## src/rtl/wb_xbar_pkg.sv

```systemverilog
// wb_xbar_pkg: shared region constants, selector/owner enums and bus bundles for the crossbar.
package wb_xbar_pkg;
    localparam logic [31:0] ROM_BASE_DEF  = 32'h0000_0000;
    localparam logic [31:0] UART_BASE_DEF = 32'h1000_0000;
    localparam logic [31:0] RAM_BASE_DEF  = 32'h8000_0000;
    localparam logic [31:0] REGION_MASK   = 32'hF000_0000;

    typedef enum logic [1:0] {SLV_ROM, SLV_RAM, SLV_UART, SLV_NONE} slave_sel_t;
    typedef enum logic [1:0] {OWN_NONE, OWN_M0, OWN_M1} owner_t;

    typedef struct packed {
        logic [31:0] adr;
        logic [31:0] dat;
        logic        we;
        logic [3:0]  sel;
        logic        stb;
        logic        cyc;
    } wb_req_t;

    typedef struct packed {
        logic [31:0] dat;
        logic        ack;
    } wb_rsp_t;

    // RAM owns the whole upper half, so it is checked before the 256 MB regions
    function automatic slave_sel_t decode(input logic [31:0] a, rom_b, uart_b, ram_b);
        return (a[31] == ram_b[31]) ? SLV_RAM :
               ((a & REGION_MASK) == (rom_b & REGION_MASK))  ? SLV_ROM :
               ((a & REGION_MASK) == (uart_b & REGION_MASK)) ? SLV_UART : SLV_NONE;
    endfunction
endpackage

```

## src/rtl/wishbone_if.sv

```systemverilog
// wishbone_if: Wishbone classic bundle; master drives the request, slave drives data_out/ack.
interface wishbone_if;
    logic [31:0] address;
    logic [31:0] data_in;
    logic [31:0] data_out;
    logic        write_enable;
    logic [3:0]  select;
    logic        strobe;
    logic        cycle;
    logic        ack;

    modport master(output address, data_in, write_enable, select, strobe, cycle,
                   input data_out, ack);
    modport slave(input address, data_in, write_enable, select, strobe, cycle,
                  output data_out, ack);
endinterface

```

## src/rtl/wb_arbiter2.sv

```systemverilog
// wb_arbiter2: two-requester fixed-priority arbiter; grant is held until the owner drops cycle.
module wb_arbiter2
    import wb_xbar_pkg::*;
(
    input  logic       clk,
    input  logic       reset,
    input  logic [1:0] i_req,
    input  logic [1:0] i_cyc,
    output owner_t     o_owner
);
    owner_t r_owner;

    always_ff @(posedge clk or negedge reset)
        if (!reset)
            r_owner <= OWN_NONE;
        else
            r_owner <= (r_owner == OWN_NONE) ? (i_req[0] ? OWN_M0 : i_req[1] ? OWN_M1 : OWN_NONE) :
                       ((r_owner == OWN_M0) ? i_cyc[0] : i_cyc[1]) ? r_owner : OWN_NONE;

    assign o_owner = r_owner;
endmodule

```

## src/rtl/wishbone_crossbar.sv

```systemverilog
// wishbone_crossbar: 2-master x 3-slave Wishbone classic crossbar (ROM, RAM, UART)
// with per-slave arbitration and local termination of unmapped accesses.
module wishbone_crossbar
    import wb_xbar_pkg::*;
#(
    parameter logic [31:0] ROM_BASE  = ROM_BASE_DEF,
    parameter logic [31:0] UART_BASE = UART_BASE_DEF,
    parameter logic [31:0] RAM_BASE  = RAM_BASE_DEF
) (
    input  logic       clk,
    input  logic       reset,
    wishbone_if.slave  wb_m0,
    wishbone_if.slave  wb_m1,
    wishbone_if.master wb_rom,
    wishbone_if.master wb_ram,
    wishbone_if.master wb_uart
);
    wb_req_t    w_mreq[2];
    wb_rsp_t    w_mrsp[2];
    wb_req_t    w_sreq[3];
    wb_rsp_t    w_srsp[3];
    slave_sel_t w_sel[2];
    owner_t     w_own[3];
    logic [1:0] r_um_ack;

    assign w_mreq[0] = {wb_m0.address, wb_m0.data_in, wb_m0.write_enable, wb_m0.select, wb_m0.strobe, wb_m0.cycle};
    assign w_mreq[1] = {wb_m1.address, wb_m1.data_in, wb_m1.write_enable, wb_m1.select, wb_m1.strobe, wb_m1.cycle};
    assign {wb_m0.data_out, wb_m0.ack} = w_mrsp[0];
    assign {wb_m1.data_out, wb_m1.ack} = w_mrsp[1];

    assign {wb_rom.address, wb_rom.data_in, wb_rom.write_enable, wb_rom.select, wb_rom.strobe, wb_rom.cycle} = w_sreq[0];
    assign {wb_ram.address, wb_ram.data_in, wb_ram.write_enable, wb_ram.select, wb_ram.strobe, wb_ram.cycle} = w_sreq[1];
    assign {wb_uart.address, wb_uart.data_in, wb_uart.write_enable, wb_uart.select, wb_uart.strobe, wb_uart.cycle} = w_sreq[2];
    assign w_srsp[0] = {wb_rom.data_out, wb_rom.ack};
    assign w_srsp[1] = {wb_ram.data_out, wb_ram.ack};
    assign w_srsp[2] = {wb_uart.data_out, wb_uart.ack};

    assign w_sel[0] = decode(w_mreq[0].adr, ROM_BASE, UART_BASE, RAM_BASE);
    assign w_sel[1] = decode(w_mreq[1].adr, ROM_BASE, UART_BASE, RAM_BASE);

    // slave index s follows slave_sel_t ordering: 0=ROM, 1=RAM, 2=UART
    for (genvar s = 0; s < 3; s++) begin : g_slv
        logic [1:0] w_req;
        assign w_req = {w_mreq[1].cyc & w_mreq[1].stb & (w_sel[1] == slave_sel_t'(s)),
                        w_mreq[0].cyc & w_mreq[0].stb & (w_sel[0] == slave_sel_t'(s))};
        wb_arbiter2 u_arb (
            .clk     (clk),
            .reset   (reset),
            .i_req   (w_req),
            .i_cyc   ({w_mreq[1].cyc, w_mreq[0].cyc}),
            .o_owner (w_own[s])
        );
        assign w_sreq[s] = (w_own[s] == OWN_M0) ? w_mreq[0] :
                           (w_own[s] == OWN_M1) ? w_mreq[1] : '0;
    end

    // the ~r_um_ack term keeps a held strobe from producing a second ack
    always_ff @(posedge clk or negedge reset)
        if (!reset)
            r_um_ack <= '0;
        else
            for (int m = 0; m < 2; m++)
                r_um_ack[m] <= w_mreq[m].cyc & w_mreq[m].stb & (w_sel[m] == SLV_NONE) & ~r_um_ack[m];

    always_comb begin
        for (int m = 0; m < 2; m++) begin
            w_mrsp[m] = {32'h0, r_um_ack[m]};
            for (int s = 0; s < 3; s++)
                if (w_sel[m] == slave_sel_t'(s) && w_own[s] == ((m == 0) ? OWN_M0 : OWN_M1))
                    w_mrsp[m] = w_srsp[s];
        end
    end
endmodule

```

## src/flat_wrapper.sv

```systemverilog
// flat-port wrapper written by rule: the top's interface ports become plain ports
module wishbone_crossbar_flat import wb_xbar_pkg::*;
#(
    parameter logic [31:0] ROM_BASE  = ROM_BASE_DEF,
    parameter logic [31:0] UART_BASE = UART_BASE_DEF,
    parameter logic [31:0] RAM_BASE  = RAM_BASE_DEF
)
  (clk, reset, wb_m0_address, wb_m0_data_in, wb_m0_write_enable, wb_m0_select, wb_m0_strobe, wb_m0_cycle, wb_m0_data_out, wb_m0_ack, wb_m1_address, wb_m1_data_in, wb_m1_write_enable, wb_m1_select, wb_m1_strobe, wb_m1_cycle, wb_m1_data_out, wb_m1_ack, wb_rom_address, wb_rom_data_in, wb_rom_write_enable, wb_rom_select, wb_rom_strobe, wb_rom_cycle, wb_rom_data_out, wb_rom_ack, wb_ram_address, wb_ram_data_in, wb_ram_write_enable, wb_ram_select, wb_ram_strobe, wb_ram_cycle, wb_ram_data_out, wb_ram_ack, wb_uart_address, wb_uart_data_in, wb_uart_write_enable, wb_uart_select, wb_uart_strobe, wb_uart_cycle, wb_uart_data_out, wb_uart_ack);
  wishbone_if wb_m0_i ();
  wishbone_if wb_m1_i ();
  wishbone_if wb_rom_i ();
  wishbone_if wb_ram_i ();
  wishbone_if wb_uart_i ();
  input  logic clk;
  input  logic reset;
  input wire logic [$bits(wb_m0_i.address)-1:0] wb_m0_address;
  input wire logic [$bits(wb_m0_i.data_in)-1:0] wb_m0_data_in;
  input wire logic [$bits(wb_m0_i.write_enable)-1:0] wb_m0_write_enable;
  input wire logic [$bits(wb_m0_i.select)-1:0] wb_m0_select;
  input wire logic [$bits(wb_m0_i.strobe)-1:0] wb_m0_strobe;
  input wire logic [$bits(wb_m0_i.cycle)-1:0] wb_m0_cycle;
  output wire logic [$bits(wb_m0_i.data_out)-1:0] wb_m0_data_out;
  output wire logic [$bits(wb_m0_i.ack)-1:0] wb_m0_ack;
  input wire logic [$bits(wb_m1_i.address)-1:0] wb_m1_address;
  input wire logic [$bits(wb_m1_i.data_in)-1:0] wb_m1_data_in;
  input wire logic [$bits(wb_m1_i.write_enable)-1:0] wb_m1_write_enable;
  input wire logic [$bits(wb_m1_i.select)-1:0] wb_m1_select;
  input wire logic [$bits(wb_m1_i.strobe)-1:0] wb_m1_strobe;
  input wire logic [$bits(wb_m1_i.cycle)-1:0] wb_m1_cycle;
  output wire logic [$bits(wb_m1_i.data_out)-1:0] wb_m1_data_out;
  output wire logic [$bits(wb_m1_i.ack)-1:0] wb_m1_ack;
  output wire logic [$bits(wb_rom_i.address)-1:0] wb_rom_address;
  output wire logic [$bits(wb_rom_i.data_in)-1:0] wb_rom_data_in;
  output wire logic [$bits(wb_rom_i.write_enable)-1:0] wb_rom_write_enable;
  output wire logic [$bits(wb_rom_i.select)-1:0] wb_rom_select;
  output wire logic [$bits(wb_rom_i.strobe)-1:0] wb_rom_strobe;
  output wire logic [$bits(wb_rom_i.cycle)-1:0] wb_rom_cycle;
  input wire logic [$bits(wb_rom_i.data_out)-1:0] wb_rom_data_out;
  input wire logic [$bits(wb_rom_i.ack)-1:0] wb_rom_ack;
  output wire logic [$bits(wb_ram_i.address)-1:0] wb_ram_address;
  output wire logic [$bits(wb_ram_i.data_in)-1:0] wb_ram_data_in;
  output wire logic [$bits(wb_ram_i.write_enable)-1:0] wb_ram_write_enable;
  output wire logic [$bits(wb_ram_i.select)-1:0] wb_ram_select;
  output wire logic [$bits(wb_ram_i.strobe)-1:0] wb_ram_strobe;
  output wire logic [$bits(wb_ram_i.cycle)-1:0] wb_ram_cycle;
  input wire logic [$bits(wb_ram_i.data_out)-1:0] wb_ram_data_out;
  input wire logic [$bits(wb_ram_i.ack)-1:0] wb_ram_ack;
  output wire logic [$bits(wb_uart_i.address)-1:0] wb_uart_address;
  output wire logic [$bits(wb_uart_i.data_in)-1:0] wb_uart_data_in;
  output wire logic [$bits(wb_uart_i.write_enable)-1:0] wb_uart_write_enable;
  output wire logic [$bits(wb_uart_i.select)-1:0] wb_uart_select;
  output wire logic [$bits(wb_uart_i.strobe)-1:0] wb_uart_strobe;
  output wire logic [$bits(wb_uart_i.cycle)-1:0] wb_uart_cycle;
  input wire logic [$bits(wb_uart_i.data_out)-1:0] wb_uart_data_out;
  input wire logic [$bits(wb_uart_i.ack)-1:0] wb_uart_ack;
  assign wb_m0_i.address = wb_m0_address;
  assign wb_m0_i.data_in = wb_m0_data_in;
  assign wb_m0_i.write_enable = wb_m0_write_enable;
  assign wb_m0_i.select = wb_m0_select;
  assign wb_m0_i.strobe = wb_m0_strobe;
  assign wb_m0_i.cycle = wb_m0_cycle;
  assign wb_m0_data_out = wb_m0_i.data_out;
  assign wb_m0_ack = wb_m0_i.ack;
  assign wb_m1_i.address = wb_m1_address;
  assign wb_m1_i.data_in = wb_m1_data_in;
  assign wb_m1_i.write_enable = wb_m1_write_enable;
  assign wb_m1_i.select = wb_m1_select;
  assign wb_m1_i.strobe = wb_m1_strobe;
  assign wb_m1_i.cycle = wb_m1_cycle;
  assign wb_m1_data_out = wb_m1_i.data_out;
  assign wb_m1_ack = wb_m1_i.ack;
  assign wb_rom_address = wb_rom_i.address;
  assign wb_rom_data_in = wb_rom_i.data_in;
  assign wb_rom_write_enable = wb_rom_i.write_enable;
  assign wb_rom_select = wb_rom_i.select;
  assign wb_rom_strobe = wb_rom_i.strobe;
  assign wb_rom_cycle = wb_rom_i.cycle;
  assign wb_rom_i.data_out = wb_rom_data_out;
  assign wb_rom_i.ack = wb_rom_ack;
  assign wb_ram_address = wb_ram_i.address;
  assign wb_ram_data_in = wb_ram_i.data_in;
  assign wb_ram_write_enable = wb_ram_i.write_enable;
  assign wb_ram_select = wb_ram_i.select;
  assign wb_ram_strobe = wb_ram_i.strobe;
  assign wb_ram_cycle = wb_ram_i.cycle;
  assign wb_ram_i.data_out = wb_ram_data_out;
  assign wb_ram_i.ack = wb_ram_ack;
  assign wb_uart_address = wb_uart_i.address;
  assign wb_uart_data_in = wb_uart_i.data_in;
  assign wb_uart_write_enable = wb_uart_i.write_enable;
  assign wb_uart_select = wb_uart_i.select;
  assign wb_uart_strobe = wb_uart_i.strobe;
  assign wb_uart_cycle = wb_uart_i.cycle;
  assign wb_uart_i.data_out = wb_uart_data_out;
  assign wb_uart_i.ack = wb_uart_ack;
  wishbone_crossbar #(.ROM_BASE(ROM_BASE), .UART_BASE(UART_BASE), .RAM_BASE(RAM_BASE)) u_core (.clk(clk), .reset(reset), .wb_m0(wb_m0_i), .wb_m1(wb_m1_i), .wb_rom(wb_rom_i), .wb_ram(wb_ram_i), .wb_uart(wb_uart_i));
endmodule
```

## config.mk

```make
export PLATFORM = sky130hd
export DESIGN_NAME = wishbone_crossbar_flat
export DESIGN_NICKNAME = d
export VERILOG_FILES = /design/src/rtl/wb_xbar_pkg.sv /design/src/rtl/wishbone_if.sv /design/src/rtl/wb_arbiter2.sv /design/src/rtl/wishbone_crossbar.sv /design/src/flat_wrapper.sv
export SDC_FILE = /design/constraint.sdc
export NUM_CORES = 1
export LEC_CHECK = 0
export ABC_AREA = 0
export CAP_MARGIN = 20
export CORE_AREA = 2 2 202 204
export CTS_CLUSTER_SIZE = 20
export DETAILED_ROUTE_END_ITERATION = 12
export DIE_AREA = 0 0 204 206
export HOLD_SLACK_MARGIN = 0.03
export PLACE_DENSITY = 0.38
export SLEW_MARGIN = 20
export SYNTH_ARGS = -nofsm -noshare
export SYNTH_HDL_FRONTEND = slang
export SYNTH_SLANG_ARGS = --single-unit
```

## constraint.sdc

```tcl
create_clock -name clk -period 2.72 [get_ports clk]
set_input_delay 0.544 -clock clk [delete_from_list [all_inputs] [get_ports clk]]
set_output_delay 0.544 -clock clk [all_outputs]
set_load 0.01 [all_outputs]
```

==> impl_metrics.toml, run 1 <==
[status]
status = "completed"

[setup_path]
startpoint = "wb_m0_address[29]"
cp_data_arrival_time_ns = 2.16
rr_startpoint = "u_core.g_slv[2].u_arb.o_owner[0]$_DFFE_PN0P_"
crit_path_max_incr_delay_ns = 0.55
cp.required_ns = 2.18
endpoint_kind = "output port"
r2r-end = "u_core.g_slv[2].u_arb.o_owner[0]$_DFFE_PN0P_"
r2r_slack_ns = 1.66
reg2reg_depth = 2
cp_common_cell = "buf_6"
critPathMaxFanout = 3
endpoint = "wb_m0_ack"
startpoint_type = "primary input"
cp_slowest_cell = "or4_4"
path_class = "in2out"
path_cells = "buf_6, or4_4, nor2b_4, buf_6, mux2_4, o31a_1, buf_6"

[synth]
seq_area_frac_synth_pct = 5.55
async_flop_share_pct = 100
synth_top_area_share_pct = 50.7
syn-num-nets = 720
synth.distinct_cells = 38
synthFlopType = "dfrtp_1"
yosys_warnings = 0
ys_ff_latch = 8
yosys-top-cells-area = "a22o_1 (51%), a222oi_1 (18%), inv_1 (7.1%)"
syn_inst = 477
synth_edf_count = 0
synth_area_um2 = 3610
post-synth-top-count-cell = "a22o_1"
synth_common_cells = "a22o_1 (209), inv_1 (68), a222oi_1 (64)"
avgSynthCellArea_um2 = 7.56
synth_area_leader_cell = "a22o_1"

[grt]
overflow = 0
grt_pass1_vias = 6982
grt_max_degree = 71
antenna_found_initial = 4
grt.total_usage_pct = 16.1
grt_pass1_wl_mm = 50.2

[floorplanning]
core_area_um2 = 40200
dieArea_um2 = 42000
io_pins = 522
row_count = 74
die_w_um = 204
die_h_um = 206
initial_utilization_pct = 8.98

[route]
via_per_inst = 4.55
wl_per_cell_um = 24.2
drc = 0
routed-via-count = 7076
drt_wl_total_mm = 37.6
dr.first_iter.drc_count = 764
firstDrtPassIters = 9
ant_nets = 0

[timing]
slew-limit-headroom_pct = 69.3
fin_skew_ns = 0.000197
rsz0062_at_grt = "yes"
fmaxAchievable_mhz = 370
finalSetupViolations = 0
hold_violations = 0
final_max_slew_viol_count = 0
tightest_slew_ns = 0.461
finalWorstSetupSlack_ns = 0.0160
min_period_ns = 2.70
hold_ws_ns = 0.470
fin_crit_sh_pct = 99.4

[pwr]
p_per_area_nw_per_um2 = 271
p_leak_uw = 0.00474
vdd_drop_max_mv = 0.196

[cts]
clock-root-buffer = "clkbuf_16"
cts_tree = "built"
clk_path_buf_depth = 2
clock_latency_ns = 0.24
cts_made_buffers = 3
cts.sinks = 8
path_clk_slew_ns = 0.04
htreeDepth = 1

[layout]
stdcell_count = 1556
fill_cells = 4382
layout-drive-gt1-share_pct = 17.7
finish.utilization_pct = 25.9
fin_area_um2 = 10400
final_nets = 1268
syn2layout_area_growth_pct = 189

[place]
place_ws_ns = -0.751
port_buffers = 521
gp_congestion = 0.860
dp_hpwl_mm = 27.3
dp.cells = 1520
dpl_cell_area_um2 = 9940

[job]
drv_cap = 0

[min_path]
hold_path_class = "reg2reg"
worst min path at each step:
stage / from / to / slack, ns / depth (start not counted)
final: u_core.r_um_ack[0]$_DFF_PN0_ / u_core.r_um_ack[0]$_DFF_PN0_ / 0.47 / 1
after global routing: u_core.r_um_ack[0]$_DFF_PN0_ / u_core.r_um_ack[0]$_DFF_PN0_ / 0.51 / 1
after CTS: u_core.r_um_ack[0]$_DFF_PN0_ / u_core.r_um_ack[0]$_DFF_PN0_ / 0.47 / 1
after detailed placement: u_core.r_um_ack[0]$_DFF_PN0_ / u_core.r_um_ack[0]$_DFF_PN0_ / 0.47 / 1
after global placement: u_core.r_um_ack[1]$_DFF_PN0_ / u_core.r_um_ack[1]$_DFF_PN0_ / 0.47 / 1
after floorplan: reset / u_core.g_slv[0].u_arb.o_owner[0]$_DFFE_PN0P_ / 0.25 / 0
area by class of cell:
class,instances,area [µm²],area share (%)
multi-input cells,330,2970,28.5
inverters,68,255,2.45
diodes,1,2.50,0.0240
clock buffers,3,75.1,0.720
well taps,532,666,6.38
flip-flops and latches,8,203,1.94
repair buffers,614,6250,60.0
registers in the layout, indices dropped and copies added (netlist names):
name	cells
u_core.g_slv.u_arb.o_owner	6
u_core.r_um_ack	2
cell families after synthesis:
group	after synthesis	synth area share, %
AO/OA/AOI/OAI	289	71.6
buffers and inverters	139	15.2
flip-flops	8	5.55
multiplexers	4	1.18
AND/OR/NAND/NOR	37	6.42
through the flow:
stage,power [µW],setup TNS [ns]
after floorplan,949,0
after global placement,2520,-46.02
after detailed placement,2490,-44.67
after CTS,2800,-1.12
after global routing,2970,-0.365
final,2830,0
critical path, delay by kind of cell:
family          cells  cell delay [ns]
buf+inv             3             0.35
mux                 1             0.28
simple gates        2             0.74
compound gates      1             0.25
metal layers:
layer	global-route usage, %	part of all wire (%)	routed length (µm)
met1	19.0	39	14700
met2	29.0	50	18700
met3	3.37	8.6	3240
met4	5.33	2.7	1020
met5	0	0.069	26
placed cells by master, fill, tap and decap left out, drive strengths merged, types with 4 or more instances in the layout:
cell           count
inv               68
nor2b              6
a222oi            64
clkbuf            10
clkdlybuf4s50    423
buf              138
nor3               5
o21ai              4
clkdlybuf4s15     12
nand2              7
dfrtp              8
dlygate4sd2       14
dlymetal6s2s      15
bufbuf             5
a22o             209
nor2               5
where the power goes:
group / internal [µW] / switching (µW) / leakage (µW)
logic: 1360 / 1070 / 0.00460
registers: 130 / 15.5 / 0.000106
clock network: 190 / 61.7 / 0.0000370
total: 1680 / 1150 / 0.00474
repair_timing:
item / CTS / global route
buffers inserted: 17 / 7
hold endpoints to repair: 0 / 0
cloned: 9 / 1
resized for setup: 282 / 49
pin swaps: 12 / 9
hold buffers: 0 / 0
endpoints found under the setup margin: 75 / 151
No activity file was read; power rests on OpenSTA's default activity.
==> run 2: changes to the inputs <==
- GPL_ROUTABILITY_DRIVEN: not set -> 0
- MAX_ROUTING_LAYER: not set -> met4
==> impl_metrics.toml, run 2 (synthesis gave the netlist of run 1 again) <==
[pwr]
p_leak_uw = 0.00469
switchingPower_uw = 1140
seq_power_share_pct = 5.1
comb_power_share_pct = 85.9
cell_internal_pwr_uw = 1680
switching_share_pct = 40.4
finalPower_uw = 2830
vdd_drop_max_mv = 0.197
clkPwrFrac_pct = 8.9
p_per_area_nw_per_um2 = 271

[layout]
final_nets = 1268
final_cell_mix = "clkdlybuf4s50_1 (426), a22o_1 (207), inv_1 (68)"
layout_commonest_cell = "clkdlybuf4s50_1"
syn2layout_area_growth_pct = 189
layout-drive-gt1-share_pct = 17.7
largest_register_ffs = 6
finish.utilization_pct = 26.0

[timing]
fin_crit_sh_pct = 99.4
fin_skew_ns = 0.000199
tightest_slew_ns = 0.456
final_max_slew_viol_count = 0
hold_violations = 0
setup_tns_ns = 0
fmaxAchievable_mhz = 370
slew-limit-headroom_pct = 69.6
rsz0062_at_grt = "yes"
finalWorstSetupSlack_ns = 0.0174
min_period_ns = 2.70
finalSetupViolations = 0

[cts]
cts_made_buffers = 3
clock-root-buffer = "clkbuf_16"
clk_path_buf_depth = 2
path_clk_slew_ns = 0.04
clock_latency_ns = 0.24
cts_hold_buf = 0
htreeDepth = 1
cts_tree = "built"
cts.sinks = 8

[route]
drt_wl_total_mm = 37.6
wl_per_cell_um = 24.2
firstDrtPassIters = 8
dr_wl_met3_mm = 2.99
m1WireLength_mm = 14.9
drc = 0
routed-via-count = 7086
highest_layer = "met4"
dr.first_iter.drc_count = 672
ant_nets = 0
met2_length_mm = 18.7
via_per_inst = 4.55

[status]
status = "completed"

[grt]
overflow = 0
grt_pass1_wl_mm = 50.1
antenna_found_initial = 4
grt_pass1_vias = 7032
grt.total_usage_pct = 16.6
grt_max_degree = 71

[floorplanning]
io_pins = 522
initial_utilization_pct = 8.98
die_w_um = 204
die_h_um = 206
dieArea_um2 = 42000
core_area_um2 = 40200
row_count = 74

[place]
place_ws_ns = -0.751
port_buffers = 521
dp_hpwl_mm = 27.3

[setup_path]
startpoint = "wb_m0_address[29]"
r2r-end = "u_core.g_slv[2].u_arb.o_owner[0]$_DFFE_PN0P_"
reg2reg_depth = 2
startpoint_type = "primary input"
endpoint_kind = "output port"
cp_data_arrival_time_ns = 2.16
critPathMaxFanout = 3
rr_startpoint = "u_core.g_slv[2].u_arb.o_owner[0]$_DFFE_PN0P_"
path_class = "in2out"
r2r_slack_ns = 1.66
cp.required_ns = 2.18

[job]
drv_cap = 0

[min_path]
hp-start = "u_core.r_um_ack[0]$_DFF_PN0_"
hold_path_class = "reg2reg"
whs_path_depth = 1
worstHoldEndpoint = "u_core.r_um_ack[0]$_DFF_PN0_"
-- run 2: cell count changes in the layout (fill, tap and decap cells not counted) --
cell / previous run / this run
buf_6: 16 / 17
diode_2: 1 / 3
dlymetal6s2s_1: 15 / 12
clkdlybuf4s50_1: 423 / 426
buf_2: 43 / 42
-- run 2: worst max-delay path by stage --
stage | to | depth (start not counted) | slack, ns
floorplan | wb_m0_ack | 5 | 0.24
global placement | wb_m0_data_out[31] | 8 | -0.77
detailed placement | wb_m1_data_out[28] | 9 | -0.75
CTS | wb_ram_address[15] | 4 | -0.04
global route | wb_m0_ack | 7 | -0.03
finish | wb_m0_ack | 7 | 0.02
-- run 2: power by group through the flow --
| stage | Clock, µW | Sequential, µW | Combinational [µW] |
|---|---|---|---|
| 2_1_floorplan | 0 | 142 | 806 |
| 3_3_place_gp | 0 | 147 | 2370 |
| 3_5_place_dp | 0 | 147 | 2340 |
| 4_1_cts | 255 | 145 | 2400 |
| 5_1_grt | 262 | 147 | 2560 |
| 6_report | 252 | 146 | 2430 |
-- run 2: area by class of cell --
cell class / instances / area (µm²)
multi-input combinational: 330 / 2970
tap: 532 / 666
sequential: 8 / 203
inverter: 68 / 255
fill: 4383 / 29800
antenna: 3 / 7.51
timing repair buffer: 614 / 6250
clock buffer: 3 / 75.1
-- run 2: metal layers --
metal / global-route usage (%) / up-vias
met3: 2.70 / 44
met1: 19.4 / 3450
met4: 5.25 / 0
li1: - / 3143
met2: 29.1 / 449
met5: - / -
-- run 2: critical path, stage by stage --
cell and delay, ns:
buf_6 0.10, or4_4 0.55, nor2b_4 0.19, buf_6 0.12, mux2_4 0.28, o31a_1 0.26
buf_6 0.13
-- run 2: per-stage QoR --
step / hold WS [ns] / cell area, µm² / std cells
2_1_floorplan: 0.248 / 3610 / 477
3_3_place_gp: 0.471 / 9940 / 1520
3_5_place_dp: 0.465 / 9940 / 1520
4_1_cts: 0.473 / 10400 / 1548
5_1_grt: 0.508 / 10400 / 1558
6_report: 0.473 / 10400 / 1558
-- run 2: repair_timing --
action,4_1_cts,5_1_grt
buffers inserted,17,7
resized for setup,282,48
endpoints found under the setup margin,75,150
pin swaps,12,9
cloned,9,1
==> run 3: changes to the inputs <==
- TNS_END_PERCENT: not set -> 1
==> impl_metrics.toml, run 3 (synthesis gave the netlist of run 1 again) <==
[status]
status = "complete, but fails checks"
violations = "setup timing"

[pwr]
p_leak_uw = 0.00447
p_per_area_nw_per_um2 = 270
vdd_drop_max_mv = 0.223

[timing]
hold_violations = 0
tightest_slew_ns = 0.472
finalSetupViolations = 1
slew-limit-headroom_pct = 68.5
hold_ws_ns = 0.458
min_period_ns = 2.73
fin_skew_ns = 0.000189
finalWorstSetupSlack_ns = -0.0112
final_max_slew_viol_count = 0
rsz0062_at_grt = "yes"
fin_crit_sh_pct = 100
fmaxAchievable_mhz = 366

[layout]
layout_commonest_cell = "clkdlybuf4s50_1"
fill_cells = 4401
final_cell_mix = "clkdlybuf4s50_1 (432), a22o_1 (201), inv_1 (68)"
syn2layout_area_growth_pct = 181
multiInputGateArea_um2 = 3030
final_nets = 1246
stdcell_count = 1535
layout-drive-gt1-share_pct = 16.4
seq_area_um2 = 203
largest_register_ffs = 6
finish.utilization_pct = 25.2

[setup_path]
endpoint_kind = "output port"
cp_data_arrival_time_ns = 2.19
cp.required_ns = 2.18
critPathMaxFanout = 3
path_class = "in2out"
startpoint_type = "primary input"

[cts]
clk_path_buf_depth = 2
cts_made_buffers = 3
clock-root-buffer = "clkbuf_16"
cts.sinks = 8
path_clk_slew_ns = 0.04
htreeDepth = 1
clock_latency_ns = 0.24
cts_tree = "built"

[floorplanning]
die_w_um = 204
core_area_um2 = 40200
io_pins = 522
initial_utilization_pct = 8.98
dieArea_um2 = 42000
row_count = 74
die_h_um = 206

[grt]
grt_max_degree = 71
grt.total_usage_pct = 15.6
grt_pass1_wl_mm = 47.6
antenna_found_initial = 3
grt_pass1_vias = 6893
overflow = 0

[route]
dr.first_iter.drc_count = 665
ant_nets = 0
routed-via-count = 6966
dr_wl_met3_mm = 2.95
via_per_inst = 4.54
wl_per_cell_um = 23.0
firstDrtPassIters = 9
drc = 0
met2_length_mm = 17.7
m1WireLength_mm = 13.8
drt_wl_total_mm = 35.4
highest_layer = "met4"

[place]
port_buffers = 521
dp_hpwl_mm = 27.3
dp.cells = 1520

[job]
drv_cap = 0

[min_path]
hold_path_class = "reg2reg"
run 3: area by class of cell:
class / instances / share of cell area, %
repair buffers: 592 / 58.2
multi-input cells: 330 / 29.9
well taps: 532 / 6.57
inverters: 68 / 2.52
flip-flops and latches: 8 / 2.00
clock buffers: 3 / 0.741
diodes: 2 / 0.0494
run 3: worst max-delay path, cell delays in order:
cell and delay [ns]:
buf_8 0.10, or4_4 0.55, nor2b_4 0.16, buf_6 0.11
mux2_4 0.28, o31a_1 0.31, buf_6 0.13
run 3: metal layers:
metal,track usage (%),vias up
li1,-,3093
met1,18.1,3364
met2,27.6,469
met3,2.90,40
met4,4.30,0
met5,-,-
run 3: final timing paths:
path | endpoint | from | cells after the start | slack (ns)
max in group asynchronous | u_core.g_slv[1].u_arb.o_owner[1]$_DFFE_PN0P_ | reset | 1 | 1.78
min in group asynchronous | u_core.g_slv[0].u_arb.o_owner[0]$_DFFE_PN0P_ | reset | 1 | 0.62
max | wb_m0_ack | wb_m0_address[30] | 7 | -0.01
min | u_core.r_um_ack[0]$_DFF_PN0_ | u_core.r_um_ack[0]$_DFF_PN0_ | 1 | 0.46
max reg2reg | u_core.g_slv[2].u_arb.o_owner[0]$_DFFE_PN0P_ | u_core.g_slv[2].u_arb.o_owner[0]$_DFFE_PN0P_ | 2 | 1.67
min reg2reg | u_core.r_um_ack[0]$_DFF_PN0_ | u_core.r_um_ack[0]$_DFF_PN0_ | 1 | 0.46
run 3: per-stage QoR:
step           total power [µW]  instance area [µm²]  worst slack (ns)  TNS (ns)
2_1_floorplan               949                 3610             0.236         0
3_3_place_gp               2520                 9940            -0.767    -46.02
3_5_place_dp               2490                 9940            -0.751    -44.67
4_1_cts                    2760                10100            -0.134    -0.332
5_1_grt                    2880                10100           -0.0439    -0.126
6_report                   2730                10100           -0.0112   -0.0112
run 3: where the power goes:
part	internal, µW	total [µW]	switching (µW)
registers	130	145	15.3
clock network	190	252	62.5
logic	1320	2340	1010
total	1640	2730	1090
run 3: repair_timing:
item | 4_1_cts | 5_1_grt
pin swaps | 11 | 3
gates resized for setup | 267 | 48
buffers inserted | 7 | 1
gates cloned | 2 | 1
setup endpoints to repair | 75 | 90
hold buffers | 0 | 0
